<file path="config.mk">
export PLATFORM = sky130hd
export DESIGN_NAME = sample_read_sequencer
export DESIGN_NICKNAME = d
export VERILOG_FILES = /design/src/rtl/sample_read_sequencer.sv
export SDC_FILE = /design/constraint.sdc
export NUM_CORES = 1
export LEC_CHECK = 0
export CAP_MARGIN = 15
export CELL_PAD_IN_SITES_DETAIL_PLACEMENT = 0
export CELL_PAD_IN_SITES_GLOBAL_PLACEMENT = 1
export CORE_MARGIN = 4
export CORE_UTILIZATION = 37
export DETAILED_ROUTE_END_ITERATION = 12
export PLACE_DENSITY_LB_ADDON = 0.1
export REMOVE_ABC_BUFFERS = 1
export SETUP_SLACK_MARGIN = 0.5
export SLEW_MARGIN = 25
export SYNTH_ARGS = -nofsm -noshare
export SYNTH_HDL_FRONTEND = slang
export SYNTH_SLANG_ARGS = --single-unit
export TNS_END_PERCENT = 5
</file>
<file path="constraint.sdc">
create_clock -name clk -period 3.1 [get_ports clk]
set_clock_uncertainty 0.1 [all_clocks]
set_input_delay 0.775 -clock clk [delete_from_list [all_inputs] [get_ports clk]]
set_output_delay 0.775 -clock clk [all_outputs]
set_load 0.02 [all_outputs]
</file>
<file path="src/rtl/sample_read_sequencer.sv">
// Read-address scheduler for the dual-port GPS I/Q sample store: a four-lane
// acquisition channel with setup/run/drain sequencing and an independent tracking stream.
module sample_read_sequencer #(
  parameter int ADDR_W = 15,
  parameter int DEPTH  = 32736
) (
  input  logic              clk,
  input  logic              rst,
  input  logic              acq_start,
  input  logic [ADDR_W-1:0] acq_base,
  input  logic [ADDR_W-1:0] acq_len,
  input  logic              acq_stall,
  input  logic              acq_abort,
  output logic [ADDR_W-1:0] rd_ptr1,
  output logic [ADDR_W-1:0] rd_ptr2,
  output logic [ADDR_W-1:0] rd_ptr3,
  output logic [ADDR_W-1:0] rd_ptr4,
  output logic              acq_valid,
  output logic              acq_busy,
  output logic              acq_done,
  output logic              acq_err,
  input  logic              trk_start,
  input  logic [ADDR_W-1:0] trk_base,
  input  logic [ADDR_W-1:0] trk_len,
  input  logic              trk_hold,
  output logic [ADDR_W-1:0] read_pointerT,
  output logic              trk_valid,
  output logic              trk_busy,
  output logic              trk_done
);

  // state    | meaning
  // A_IDLE   | waiting for acq_start
  // A_SETUP2 | rd_ptr2 = rd_ptr1 + L
  // A_SETUP3 | rd_ptr3 = rd_ptr2 + L
  // A_SETUP4 | rd_ptr4 = rd_ptr3 + L
  // A_RUN    | issuing one address per lane per unstalled cycle
  // A_DRAIN  | last read data in flight
  // T_IDLE   | tracking stream waiting for trk_start
  // T_RUN    | tracking stream issuing addresses

  localparam logic [ADDR_W:0]   DEPTH_X  = (ADDR_W+1)'(DEPTH);
  localparam logic [ADDR_W-1:0] PTR_LAST = ADDR_W'(DEPTH - 1);
  localparam logic [ADDR_W-1:0] LEN_MAX  = ADDR_W'(DEPTH / 4);

  typedef enum logic [2:0] {A_IDLE, A_SETUP2, A_SETUP3, A_SETUP4, A_RUN, A_DRAIN} acq_state_t;
  typedef enum logic {T_IDLE, T_RUN} trk_state_t;

  acq_state_t        acq_state, acq_next;
  trk_state_t        trk_state, trk_next;
  logic [ADDR_W-1:0] acq_len_q;
  logic [ADDR_W-1:0] acq_cnt;
  logic [ADDR_W-1:0] trk_cnt;
  logic              acq_accept, acq_reject, acq_issue, acq_last;
  logic              ld2, ld3, ld4;
  logic              trk_load, trk_issue, trk_last;
  logic              len_ok;

  function automatic logic [ADDR_W-1:0] wrap_add(input logic [ADDR_W-1:0] a,
                                                 input logic [ADDR_W-1:0] b);
    logic [ADDR_W:0] s;
    s = {1'b0, a} + {1'b0, b};
    if (s >= DEPTH_X) s = s - DEPTH_X;
    return s[ADDR_W-1:0];
  endfunction

  function automatic logic [ADDR_W-1:0] inc_ptr(input logic [ADDR_W-1:0] a);
    return (a == PTR_LAST) ? '0 : a + 1'b1;
  endfunction

  assign len_ok = (acq_len != '0) && (acq_len <= LEN_MAX);

  always_ff @(posedge clk) begin
    if (rst) begin
      acq_state <= A_IDLE;
      trk_state <= T_IDLE;
    end else begin
      acq_state <= acq_next;
      trk_state <= trk_next;
    end
  end

  // Abort dominates every state, including a coincident start in A_IDLE.
  always_comb begin
    acq_next   = acq_state;
    acq_accept = 1'b0;
    acq_reject = 1'b0;
    acq_issue  = 1'b0;
    acq_last   = 1'b0;
    ld2        = 1'b0;
    ld3        = 1'b0;
    ld4        = 1'b0;
    if (acq_abort) begin
      acq_next = A_IDLE;
    end else begin
      case (acq_state)
        A_IDLE: begin
          if (acq_start) begin
            if (len_ok) begin
              acq_accept = 1'b1;
              acq_next   = A_SETUP2;
            end else begin
              acq_reject = 1'b1;
            end
          end
        end
        A_SETUP2: begin
          ld2      = 1'b1;
          acq_next = A_SETUP3;
        end
        A_SETUP3: begin
          ld3      = 1'b1;
          acq_next = A_SETUP4;
        end
        A_SETUP4: begin
          ld4      = 1'b1;
          acq_next = A_RUN;
        end
        A_RUN: begin
          if (!acq_stall) begin
            acq_issue = 1'b1;
            if (acq_cnt == ADDR_W'(1)) begin
              acq_last = 1'b1;
              acq_next = A_DRAIN;
            end
          end
        end
        A_DRAIN:  acq_next = A_IDLE;
        default:  acq_next = A_IDLE;
      endcase
    end
  end

  always_comb begin
    trk_next  = trk_state;
    trk_load  = 1'b0;
    trk_issue = 1'b0;
    trk_last  = 1'b0;
    case (trk_state)
      T_IDLE: begin
        if (trk_start && (trk_len != '0)) begin
          trk_load = 1'b1;
          trk_next = T_RUN;
        end
      end
      T_RUN: begin
        if (!trk_hold) begin
          trk_issue = 1'b1;
          if (trk_cnt == ADDR_W'(1)) begin
            trk_last = 1'b1;
            trk_next = T_IDLE;
          end
        end
      end
      default: trk_next = T_IDLE;
    endcase
  end

  assign acq_busy = (acq_state != A_IDLE);
  assign trk_busy = (trk_state == T_RUN);

  // acq_cnt counts remaining issues down to the terminal value 1.
  always_ff @(posedge clk) begin
    if (rst) begin
      rd_ptr1   <= '0;
      rd_ptr2   <= '0;
      rd_ptr3   <= '0;
      rd_ptr4   <= '0;
      acq_len_q <= '0;
      acq_cnt   <= '0;
      acq_valid <= 1'b0;
      acq_done  <= 1'b0;
      acq_err   <= 1'b0;
    end else begin
      acq_valid <= acq_issue;
      acq_done  <= acq_last;
      acq_err   <= acq_reject;
      if (acq_accept) begin
        rd_ptr1   <= acq_base;
        acq_len_q <= acq_len;
        acq_cnt   <= acq_len;
      end
      if (ld2) rd_ptr2 <= wrap_add(rd_ptr1, acq_len_q);
      if (ld3) rd_ptr3 <= wrap_add(rd_ptr2, acq_len_q);
      if (ld4) rd_ptr4 <= wrap_add(rd_ptr3, acq_len_q);
      if (acq_issue) begin
        rd_ptr1 <= inc_ptr(rd_ptr1);
        rd_ptr2 <= inc_ptr(rd_ptr2);
        rd_ptr3 <= inc_ptr(rd_ptr3);
        rd_ptr4 <= inc_ptr(rd_ptr4);
        acq_cnt <= acq_cnt - 1'b1;
      end
    end
  end

  always_ff @(posedge clk) begin
    if (rst) begin
      read_pointerT <= '0;
      trk_cnt       <= '0;
      trk_valid     <= 1'b0;
      trk_done      <= 1'b0;
    end else begin
      trk_valid <= trk_issue;
      trk_done  <= trk_last;
      if (trk_load) begin
        read_pointerT <= trk_base;
        trk_cnt       <= trk_len;
      end else if (trk_issue) begin
        read_pointerT <= inc_ptr(read_pointerT);
        trk_cnt       <= trk_cnt - 1'b1;
      end
    end
  end

endmodule

</file>
==> metrics.md <==
| Metric | Value |
|---|---|
| Crit path time final | `3.18 ns` |
| Num ports | `149` |
| Sum of negative setup slack | `-0.410 ns` |
| Req. time, crit path | `3.30 ns` |
| Worst setup path class | `flop to flop` |
| Most common cell in the netlist | `nor2_1` |
| Flip-flop and latch area | `0.00260 sq mm` |
| DRT antenna net count | `0` |
| Final RePlAce weighted congestion | `0.840` |
| Worst skew pair latency | `0.44 ns` |
| Pins Over Slew Limit | `0` |
| Number of synthesized flops with an enable pin | `0` |
| Final period util | `102%` |
| Top cells by count, synth | `nor2_1, a21oi_1, dfxtp_1, nand2_1, o21ai_0` |
| Clk sinks | `129` |
| Final setup violation count | `10` |
| Fin worst setup slack | `-0.0766 ns` |
| Area Growth Syn to Fin | `45.0%` |
| Sw frac | `30.1%` |
| Clock tree root driver cell | `clkbuf_16` |
| Failing checks | `negative setup slack` |
| Max-slew headroom | `53.1%` |
| Top cell type's share of synthesized area | `25.0%` |
| First-pass iteration count of the detailed router | `5` |
| Synthesized area | `0.0103 sq mm` |
| Static Leakage | `5.99 nW` |
| Worst Path Max Fanout | `5` |
| DIE AREA | `0.0306 sq mm` |
| Drt total wl | `37.1 mm` |
| Max stage delay cell, worst path | `nor4_4` |
| Slowest cell delay on critical path | `0.39 ns` |
| Clock share of power | `46.7%` |
| Critical path endpoint category | `flop` |
| Clk pin slew, worst setup/hold paths | `0.07 ns` |
| Max Freq | `315 MHz` |
| Final Util | `55.1%` |
| Hold_buf cts | `0` |
| Power density cells | `293 mW/mm^2` |
| Internal power | `3.06 mW` |
| First-pass GRT wire length | `59.0 mm` |
| Cell count after synthesis | `1417` |
| Area leader, netlist | `dfxtp_1` |
| Comb power frac | `13.2%` |
| Type of origin of the critical path | `flop` |
| Vias in the first global route | `11200` |
| Outcome | `finished, violations left` |
| Detail Placement HPWL | `27.9 mm` |
| Ys async rst share | `0%` |
| Largest net degree at the start of global routing | `77` |
| Via count | `11800` |
| Initial core utilization | `38.0%` |
| CTS buffer count | `17` |
| Number of diodes | `0` |
| DRT iter0 DRCs | `763` |
| Crit path DAT | `3.38 ns` |
| Top post-synthesis cells by area | `dfxtp_1, ha_1, a21oi_1` |
| Worst-margin pin slew | `0.699 ns` |
| Htree depth | `4` |
| CTS tree | `done` |
| I/O Buffers | `148` |
| Multi-input logic area | `0.00785 sq mm` |
| GR Overflow Total | `0` |
| Layout net count | `1862` |
| Peak supply drop | `0.314 mV` |
| Core Region | `0.0272 sq mm` |
| Sequential power share | `40.1%` |
| Vias per cell | `5.58` |
| NetSw | `1.32 mW` |
| Number of distinct library cells after synthesis | `93` |
| Unrepaired setup endpoints after global routing | `true` |
| Total GRT Usage | `23.3%` |
| Top_reg_cell synth | `dfxtp_1` |
| Layout filler cell count | `2638` |
| Fraction of layout cells with a size suffix above 1 | `21.7%` |
| Die span in y | `175 um` |
| Die W | `175 um` |
| Initial antenna violation count | `0` |
| Per-cell routed wire length | `17.5 um` |
| Critical-path cell list | `buf_4 > buf_6 > ha_4 > inv_2 > fa_2 > nand2b_4 > a21oi_2 > buf_6 > o21ai_2 > xnor2_1 > nand4_1 > buf_4 > nor4_4 > buf_4 > a21boi_0 > o211ai_1 > a21oi_1` |
| Clock buffer depth | `2` |
| # Max-Cap Violations | `0` |
| Row cnt | `60` |
| Syn_area_per_cell | `7.28 sq um` |
| Min-Delay Path Class | `flop to flop` |
| Yosys reg bits | `129` |
| Register area share after synthesis | `25.0%` |
| DRC errors left | `0` |
| Yosys warns | `0` |
| Most frequent cell on the critical path | `buf_4` |
| Final hold viol count | `0` |
[worst max-delay path: cells and delay by family (launching register included)]
family                     cells  cell delay, ns
AOI/OAI and AO/OA              5            0.55
xor gates and xnor gates       1            0.19
adders and majority gates      2            0.45
buffers and inverters          6            0.72
DFF                            1            0.36
and+or+nand+nor                3            0.68
[final timing paths]
check                                                from                       end  slack [ns]  cells past startpoint
worst min-delay path             acq_cnt[13]$_SDFFE_PP0P_  acq_cnt[13]$_SDFFE_PP0P_        0.38                      1
worst min register to register   acq_cnt[13]$_SDFFE_PP0P_  acq_cnt[13]$_SDFFE_PP0P_        0.38                      1
worst max register to register  acq_len_q[0]$_SDFFE_PP0P_  rd_ptr4[14]$_SDFFE_PP0P_       -0.08                     17
worst max-delay path            acq_len_q[0]$_SDFFE_PP0P_  rd_ptr4[14]$_SDFFE_PP0P_       -0.08                     17
[kinds of logic (layout without fill, tap and decap cells)]
group / after synthesis / in the layout / synth area share [%]
compound gates: 449 / 450 / 27.5
simple gates: 606 / 606 / 30.5
flops: 129 / 129 / 25.0
fa+ha+maj: 60 / 60 / 7.49
xor+xnor: 48 / 48 / 4.07
mux: 11 / 11 / 1.12
buf+inv: 114 / 444 / 4.33
[per-layer routing]
| layer | wire length (um) | vias up | track usage, % |
|---|---|---|---|
| met2 | 17300 | 254 | 38.4 |
| li1 | - | 5944 | - |
| met1 | 17900 | 5586 | 32.3 |
| met5 | 0 | - | 0 |
| met3 | 1350 | 36 | 3.09 |
| met4 | 572 | 0 | 5.66 |
[per-stage QoR]
| step | instance area, sq um | worst slack, ns | power [mW] | std cells | hold WS (ns) |
|---|---|---|---|---|---|
| after floorplan | 10000 | -1.19 | 2.03 | 1349 | 0.343 |
| after global placement | 13600 | -0.157 | 2.35 | 2072 | 0.367 |
| after detailed placement | 13600 | -0.188 | 2.35 | 2072 | 0.367 |
| after CTS | 14600 | -0.103 | 4.40 | 2114 | 0.382 |
| after global routing | 15000 | -0.240 | 4.54 | 2120 | 0.404 |
| final | 15000 | -0.0766 | 4.38 | 2120 | 0.382 |
[state kept, by name, summed over array words and instances, names as in the netlist]
signal         cells
rd_ptr1           15
acq_cnt           15
rd_ptr2           15
acq_done           1
trk_busy           1
rd_ptr3           15
acq_valid          1
trk_cnt           15
trk_done           1
trk_valid          1
acq_err            1
acq_state          3
read_pointerT     15
rd_ptr4           15
acq_len_q         15
[final cells by class]
type | instances | area share, %
multi-input cells | 1175 | 52.4
clock inverters | 15 | 1.11
repair buffers | 366 | 22.0
flip-flops and latches | 129 | 17.3
well taps | 372 | 3.11
inverters | 46 | 1.15
clock buffers | 17 | 2.84
[power groups by stage]
stage	clock network (mW)	registers, mW	logic [mW]
2_1_floorplan	0	1.81	0.223
4_1_cts	2.07	1.75	0.569
5_1_grt	2.15	1.76	0.631
3_5_place_dp	0	1.79	0.557
3_3_place_gp	0	1.79	0.555
6_report	2.04	1.76	0.579
[cell usage in the layout, fill, tap and decap left out, types with 11 or more instances in the layout]
master / synthesis / routed
nand3_1: 54 / 53
nor3_1: 41 / 35
a211oi_1: 13 / 11
clkdlybuf4s50_1: 0 / 132
nand2_1: 125 / 120
inv_1: 46 / 44
a21o_1: 12 / 12
dfxtp_1: 129 / 120
dlymetal6s2s_1: 0 / 14
and3_1: 46 / 41
nand4_1: 29 / 29
nor3b_1: 14 / 14
a21oi_1: 136 / 130
o21ai_0: 116 / 112
clkbuf_16: 0 / 17
nand2b_1: 18 / 14
a22oi_1: 11 / 11
buf_4: 1 / 205
and2_1: 22 / 20
a31oi_1: 21 / 19
xnor2_1: 21 / 17
nor4_1: 27 / 20
o211ai_1: 22 / 22
or3_1: 15 / 13
xor2_1: 27 / 27
ha_1: 57 / 53
nor2_1: 150 / 144
[repair_timing]
action / in CTS / in global routing
endpoints found under the hold margin: 0 / 0
gates cloned: 1 / 0
pin swaps: 34 / 34
setup buffers: 9 / 6
endpoints found under the setup margin: 64 / 79
gates resized for setup: 70 / 70
(Power assumes the default switching activity.)
